==> src/rtl/stopwatch_pkg.sv <==
// Shared types and BCD limits for the stopwatch timekeeper.
package stopwatch_pkg;

    typedef enum logic [1:0] {
        ST_IDLE  = 2'd0,
        ST_RUN   = 2'd1,
        ST_PAUSE = 2'd2
    } sw_state_t;

    localparam int CS_MAX  = 99;
    localparam int SEC_MAX = 59;
    localparam int MIN_MAX = 59;

    // Packs a decimal limit (0..99) into two BCD digits {tens, units}.
    function automatic logic [7:0] to_bcd2(input int value);
        return {4'(value / 10), 4'(value % 10)};
    endfunction

endpackage

==> src/rtl/bcd2_counter.sv <==
// Two-digit BCD counter that wraps MAX->00 and flags the wrap on carry.
module bcd2_counter
    import stopwatch_pkg::*;
#(
    parameter int MAX = 99
) (
    input  logic       clk,
    input  logic       rst_n,
    input  logic       en,
    input  logic       clr,
    output logic [7:0] count,
    output logic       carry
);

    localparam logic [7:0] MAX_BCD = to_bcd2(MAX);

    logic [7:0] r_cnt;
    logic       w_at_max;

    assign w_at_max = (r_cnt == MAX_BCD);
    assign carry    = en && w_at_max;
    assign count    = r_cnt;

    always_ff @(posedge clk or negedge rst_n) begin
        if (!rst_n) begin
            r_cnt <= 8'h00;
        end else if (clr) begin
            r_cnt <= 8'h00;
        end else if (en) begin
            if (w_at_max) begin
                r_cnt <= 8'h00;
            end else if (r_cnt[3:0] == 4'd9) begin
                r_cnt <= {r_cnt[7:4] + 4'd1, 4'd0};
            end else begin
                r_cnt <= {r_cnt[7:4], r_cnt[3:0] + 4'd1};
            end
        end
    end

endmodule

==> src/rtl/stopwatch_core.sv <==
// BCD stopwatch: run/pause/clear FSM, 100 Hz prescaler and cs/s/min chain.
// Optional display freeze (lap hold) is built when STOPWATCH_LAP_EN is defined.
//
// state    | meaning
// ST_IDLE  | stopped, prescaler held at zero
// ST_RUN   | prescaler advancing, counts increment on each tick
// ST_PAUSE | counts and prescaler frozen, resume continues mid-tick
module stopwatch_core
    import stopwatch_pkg::*;
#(
    parameter int TICK_DIV = 500000
) (
    input  logic       clk,
    input  logic       rst_n,
    input  logic       start_stop,
    input  logic       clear,
    input  logic       lap,
    output logic [7:0] out_ms,
    output logic [7:0] out_s,
    output logic [7:0] out_min,
    output logic       running,
    output logic       ovf
);

    localparam int PRE_W = (TICK_DIV > 2) ? $clog2(TICK_DIV) : 1;
    localparam logic [PRE_W-1:0] PRE_LAST = PRE_W'(TICK_DIV - 1);

    sw_state_t        r_state;
    sw_state_t        w_state_nxt;
    logic [PRE_W-1:0] r_pre;
    logic             r_ovf;
    logic             w_tick;
    logic             w_cs_carry;
    logic             w_sec_carry;
    logic             w_min_carry;
    logic [7:0]       w_cs;
    logic [7:0]       w_sec;
    logic [7:0]       w_min;

    always_ff @(posedge clk or negedge rst_n) begin
        if (!rst_n) begin
            r_state <= ST_IDLE;
        end else begin
            r_state <= w_state_nxt;
        end
    end

    always_comb begin
        w_state_nxt = r_state;
        if (clear) begin
            w_state_nxt = ST_IDLE;
        end else if (start_stop) begin
            case (r_state)
                ST_IDLE:  w_state_nxt = ST_RUN;
                ST_RUN:   w_state_nxt = ST_PAUSE;
                ST_PAUSE: w_state_nxt = ST_RUN;
                default:  w_state_nxt = ST_IDLE;
            endcase
        end
    end

    assign w_tick = (r_state == ST_RUN) && (r_pre == PRE_LAST);

    always_ff @(posedge clk or negedge rst_n) begin
        if (!rst_n) begin
            r_pre <= '0;
        end else if (clear || r_state == ST_IDLE) begin
            r_pre <= '0;
        end else if (r_state == ST_RUN) begin
            r_pre <= w_tick ? '0 : r_pre + 1'b1;
        end
    end

    bcd2_counter #(.MAX(CS_MAX)) u_cs (
        .clk   (clk),
        .rst_n (rst_n),
        .en    (w_tick),
        .clr   (clear),
        .count (w_cs),
        .carry (w_cs_carry)
    );

    bcd2_counter #(.MAX(SEC_MAX)) u_sec (
        .clk   (clk),
        .rst_n (rst_n),
        .en    (w_cs_carry),
        .clr   (clear),
        .count (w_sec),
        .carry (w_sec_carry)
    );

    bcd2_counter #(.MAX(MIN_MAX)) u_min (
        .clk   (clk),
        .rst_n (rst_n),
        .en    (w_sec_carry),
        .clr   (clear),
        .count (w_min),
        .carry (w_min_carry)
    );

    always_ff @(posedge clk or negedge rst_n) begin
        if (!rst_n) begin
            r_ovf <= 1'b0;
        end else if (clear) begin
            r_ovf <= 1'b0;
        end else if (w_min_carry) begin
            r_ovf <= 1'b1;
        end
    end

    assign running = (r_state == ST_RUN);
    assign ovf     = r_ovf;

`ifdef STOPWATCH_LAP_EN
    logic        r_frozen;
    logic [23:0] r_hold;

    // Capture takes the count as it stands before this edge's increment.
    always_ff @(posedge clk or negedge rst_n) begin
        if (!rst_n) begin
            r_frozen <= 1'b0;
            r_hold   <= 24'h000000;
        end else if (clear) begin
            r_frozen <= 1'b0;
        end else if (lap) begin
            if (r_frozen) begin
                r_frozen <= 1'b0;
            end else if (r_state == ST_RUN) begin
                r_frozen <= 1'b1;
                r_hold   <= {w_min, w_sec, w_cs};
            end
        end
    end

    assign out_min = r_frozen ? r_hold[23:16] : w_min;
    assign out_s   = r_frozen ? r_hold[15:8]  : w_sec;
    assign out_ms  = r_frozen ? r_hold[7:0]   : w_cs;
`else
    logic w_unused_lap;
    assign w_unused_lap = lap;

    assign out_min = w_min;
    assign out_s   = w_sec;
    assign out_ms  = w_cs;
`endif

endmodule
==> config.mk <==
export PLATFORM = sky130hd
export DESIGN_NAME = stopwatch_core
export DESIGN_NICKNAME = d
export VERILOG_FILES = /design/src/rtl/stopwatch_pkg.sv /design/src/rtl/bcd2_counter.sv /design/src/rtl/stopwatch_core.sv
export SDC_FILE = /design/constraint.sdc
export NUM_CORES = 1
export LEC_CHECK = 0
export CAP_MARGIN = 10
export CORE_ASPECT_RATIO = 1.1
export CORE_MARGIN = 2
export CORE_UTILIZATION = 55
export DETAILED_ROUTE_END_ITERATION = 6
export PLACE_DENSITY = 0.83
export SETUP_SLACK_MARGIN = 0.02
export SKIP_CTS_REPAIR_TIMING = 1
export SYNTH_ARGS = -nofsm -noshare
export SYNTH_HDL_FRONTEND = slang
export SYNTH_SLANG_ARGS = --single-unit
==> constraint.sdc <==
create_clock -name clk -period 3.5 [get_ports clk]
set_input_delay 0.525 -clock clk [delete_from_list [all_inputs] [get_ports clk]]
set_output_delay 0.525 -clock clk [all_outputs]
set_load 0.05 [all_outputs]
==> results by group <==
Route
  – Final routed wirelength across all metal layers: 5.33 mm
  – DR pass1 iterations: 4
  – Drt via density: 5.94
  – Number of violations reported at the end of detailed-routing iteration 0: 145
  – Routed via count: 2217
  – Number of antenna-violating nets in the routed design: 0
  – Wire length per cell: 14.3 um
  – DRC violation count after routing: 0

Timing
  – Part of the cycle the worst path needs: 0.762
  – Worst max-slew margin expressed relative to the limit: 0.180
  – Tightest hold margin: 0.404 ns
  – Largest clock skew in the final design: 0.00747 ns
  – Number of hold violations in the final report: 0
  – Pins over their slew limit: 0
  – Count of endpoints failing setup in the final report: 0
  – Minimum clock period after layout: 2.67 ns
  – Setup repair after global routing missed its margin: false
  – Slew of the pin with the lowest slew margin: 1.22 ns
  – Max Clock Freq: 0.375 GHz
  – Post-route setup TNS: 0 ns

Floorplan
  – Starting density of the core: 0.569
  – Row count: 26
  – Placeable core region: 4650 um2
  – Die Span Y: 76.8 um
  – Area enclosed by the die boundary: 5380 um2
  – Count of boundary I/O pins: 31
  – Die width: 70.1 um

GRT
  – Total routing resource utilization after global routing: 0.202
  – Global-route wire length before repair: 8.98 mm
  – Largest net degree at the start of global routing: 47
  – Vias in the first global route: 1942
  – Total overflow reported by the global router: 0
  – Initial antenna violation count: 0

Placement
  – Cell count after placement: 365
  – Port bufs: 29
  – Sum of net half-perimeters after detailed placement: 3.67 mm
  – Placed instance area: 2960 um2
  – Final Wtd Congestion: 0.832

Yosys
  – Synth area leader: dfrtp_1
  – Number of distinct library cells after synthesis: 47
  – Most common cell in the synthesized netlist: dfrtp_1
  – Sequential element share of the synthesized area: 0.435
  – Most used standard cells in the synthesized netlist: 46 x dfrtp_1, 31 x nand2_1, 26 x a21oi_1
  – Post-synth ARST share: 1.00
  – Post-Syn Nets: 308
  – Most instantiated flip-flop cell in the synthesis netlist: dfrtp_1
  – Number of enable-type register cells in the synthesized netlist: 0
  – Post-Synthesis Cell Area: 2650 um2
  – Cells after synthesis: 292
  – Synth top area cells: dfrtp_1 43%, ha_1 5.2%, a21oi_1 4.9%
  – Average footprint of a synthesized cell: 9.06 um2
  – Area share of the largest cell type after synthesis: 0.435
  – Yosys reg bits: 46
  – Yosys warnings: 0

Critical path
  – Slowest cell delay on critical path: 0.59 ns
  – Cell-by-cell listing of the critical path: or4b_4, nor4_4, buf_4, nand4_1, or4_1, a21oi_1
  – CP max FO: 14
  – Type of the worst setup path: reg -> reg
  – CP Data Arrival Time: 2.89 ns
  – Category of the worst setup path capture point: flip-flop
  – Data required time of the critical path: 3.72 ns
  – Crit-path slowest cell: or4_1
  – Crit path launch type: flip-flop

Finish
  – Final Cell Area: 3050 um2
  – Layout cell share with drive strength beyond 1: 0.0536
  – Final cell utilization of the core: 0.656
  – Number of fillers in the final layout: 414
  – Final Net Count: 332
  – Signed area change from the synthesized netlist to the final layout: 15.4%
  – Final cell count without fillers: 373
  – Count of antenna diodes in the layout: 0

Clock tree
  – Clock root buffer: clkbuf_8
  – Number of H-tree branching levels: 2
  – Largest buffer count on any clock path: 2
  – Clock transition at the register clock pins on the worst setup and hold paths after CTS: 0.08 ns
  – TritonCTS clock tree: yes
  – Total clock sinks: 46
  – Clock buffers created by TritonCTS: 5
  – Clock network latency to the later pin of the worst-skew pair: 0.30 ns

Pwr
  – Static leakage: 1.26 nW
  – Peak VDD IR: 0.227 mV
  – Power per cell area: 305 nW/um2

Hold path
  – Classification of the worst-slack hold path: in -> async

Outcome
  – Outcome: finished, final reports clean

Run
  – Number of max-cap violations: 0
==> routing by layer <==
layer / up-vias / share of wire / global-route usage
met5: - / 0 / 0
met4: 0 / 0.011 / 0.0519
met3: 6 / 0.026 / 0.0434
met2: 32 / 0.48 / 0.343
met1: 1068 / 0.48 / 0.264
li1: 1111 / - / -
==> critical path, delay by kind of cell, from the launching register on <==
| kind | cells | cell delay (ns) |
|---|---|---|
| flip-flops | 1 | 0.44 |
| AND/OR/NAND/NOR | 4 | 1.77 |
| buffers and inverters | 1 | 0.24 |
| AO/OA/AOI/OAI | 1 | 0.16 |
==> final cells by class <==
type / instances / area (um2) / share of cell area
multi-input combinational: 220 / 1400 / 0.457
sequential: 46 / 1150 / 0.377
timing repair buffer: 31 / 300 / 0.0984
clock buffer: 7 / 86.3 / 0.0283
tap: 56 / 70.1 / 0.0230
inverter: 12 / 45.0 / 0.0148
clock inverter: 1 / 5.00 / 0.00164
==> kinds of logic (layout without fill, tap and decap cells) <==
kind of cell    Yosys count  count (layout)  share of synthesized area
xor+xnor                  3               3                    0.00993
compound gates           64              64                      0.143
fa+ha+maj                11              11                     0.0520
simple gates            131             131                      0.279
buf+inv                  26              51                     0.0392
flops                    46              46                      0.435
mux                      11              11                     0.0416
==> worst paths after layout <==
check                           startpoint              to  slack (ns)  cells past startpoint
worst max-delay path             r_pre[11]  u_sec.count[7]        0.83                      6
worst min-delay path                 rst_n  u_min.count[6]        0.40                      1
worst max register to register   r_pre[11]  u_sec.count[7]        0.83                      6
worst min register to register         ovf             ovf        0.51                      2
max in group asynchronous            rst_n  u_sec.count[2]        2.46                      1
min in group clk                       ovf             ovf        0.51                      2
==> registers in the layout, indices dropped and copies added (netlist names) <==
name         cells
r_pre           19
ovf              1
u_min.count      8
u_cs.count       8
u_sec.count      8
r_state          2
==> through the flow <==
stage,total power (W),setup WS [ns]
2_1_floorplan,0.000586,1.12
4_1_cts,0.000941,0.853
5_1_grt,0.000966,0.639
3_3_place_gp,0.000611,0.891
6_report,0.000931,0.832
3_5_place_dp,0.000612,0.842
==> report_power, final <==
group          internal [W]   total, W  switching, W  leakage (nW)
combinational     0.0000176  0.0000608     0.0000433         0.574
sequential         0.000535   0.000541    0.00000546         0.641
clock              0.000159   0.000329      0.000170        0.0482
total              0.000712   0.000931      0.000219          1.26
==> placed cells by master (no fill, tap or decap), drive strengths merged, types with 2 or more instances in the layout <==
| master | instances |
|---|---|
| nand2 | 31 |
| inv | 12 |
| a41oi | 4 |
| dfrtp | 46 |
| and4 | 2 |
| or4b | 2 |
| or4 | 5 |
| nor2b | 4 |
| clkbuf | 7 |
| nor3 | 5 |
| and2 | 3 |
| nand3b | 2 |
| or3b | 2 |
| nand4 | 10 |
| and3b | 3 |
| nand3 | 14 |
| clkdlybuf4s50 | 28 |
| a31oi | 14 |
| o21ai | 12 |
| buf | 3 |
| mux2i | 11 |
| nand2b | 5 |
| ha | 11 |
| or3 | 9 |
| a21oi | 26 |
| nor2 | 23 |
| and3 | 3 |
| nand4b | 2 |
| xor2 | 2 |
Note: power is estimated with default switching activity, not from simulation.
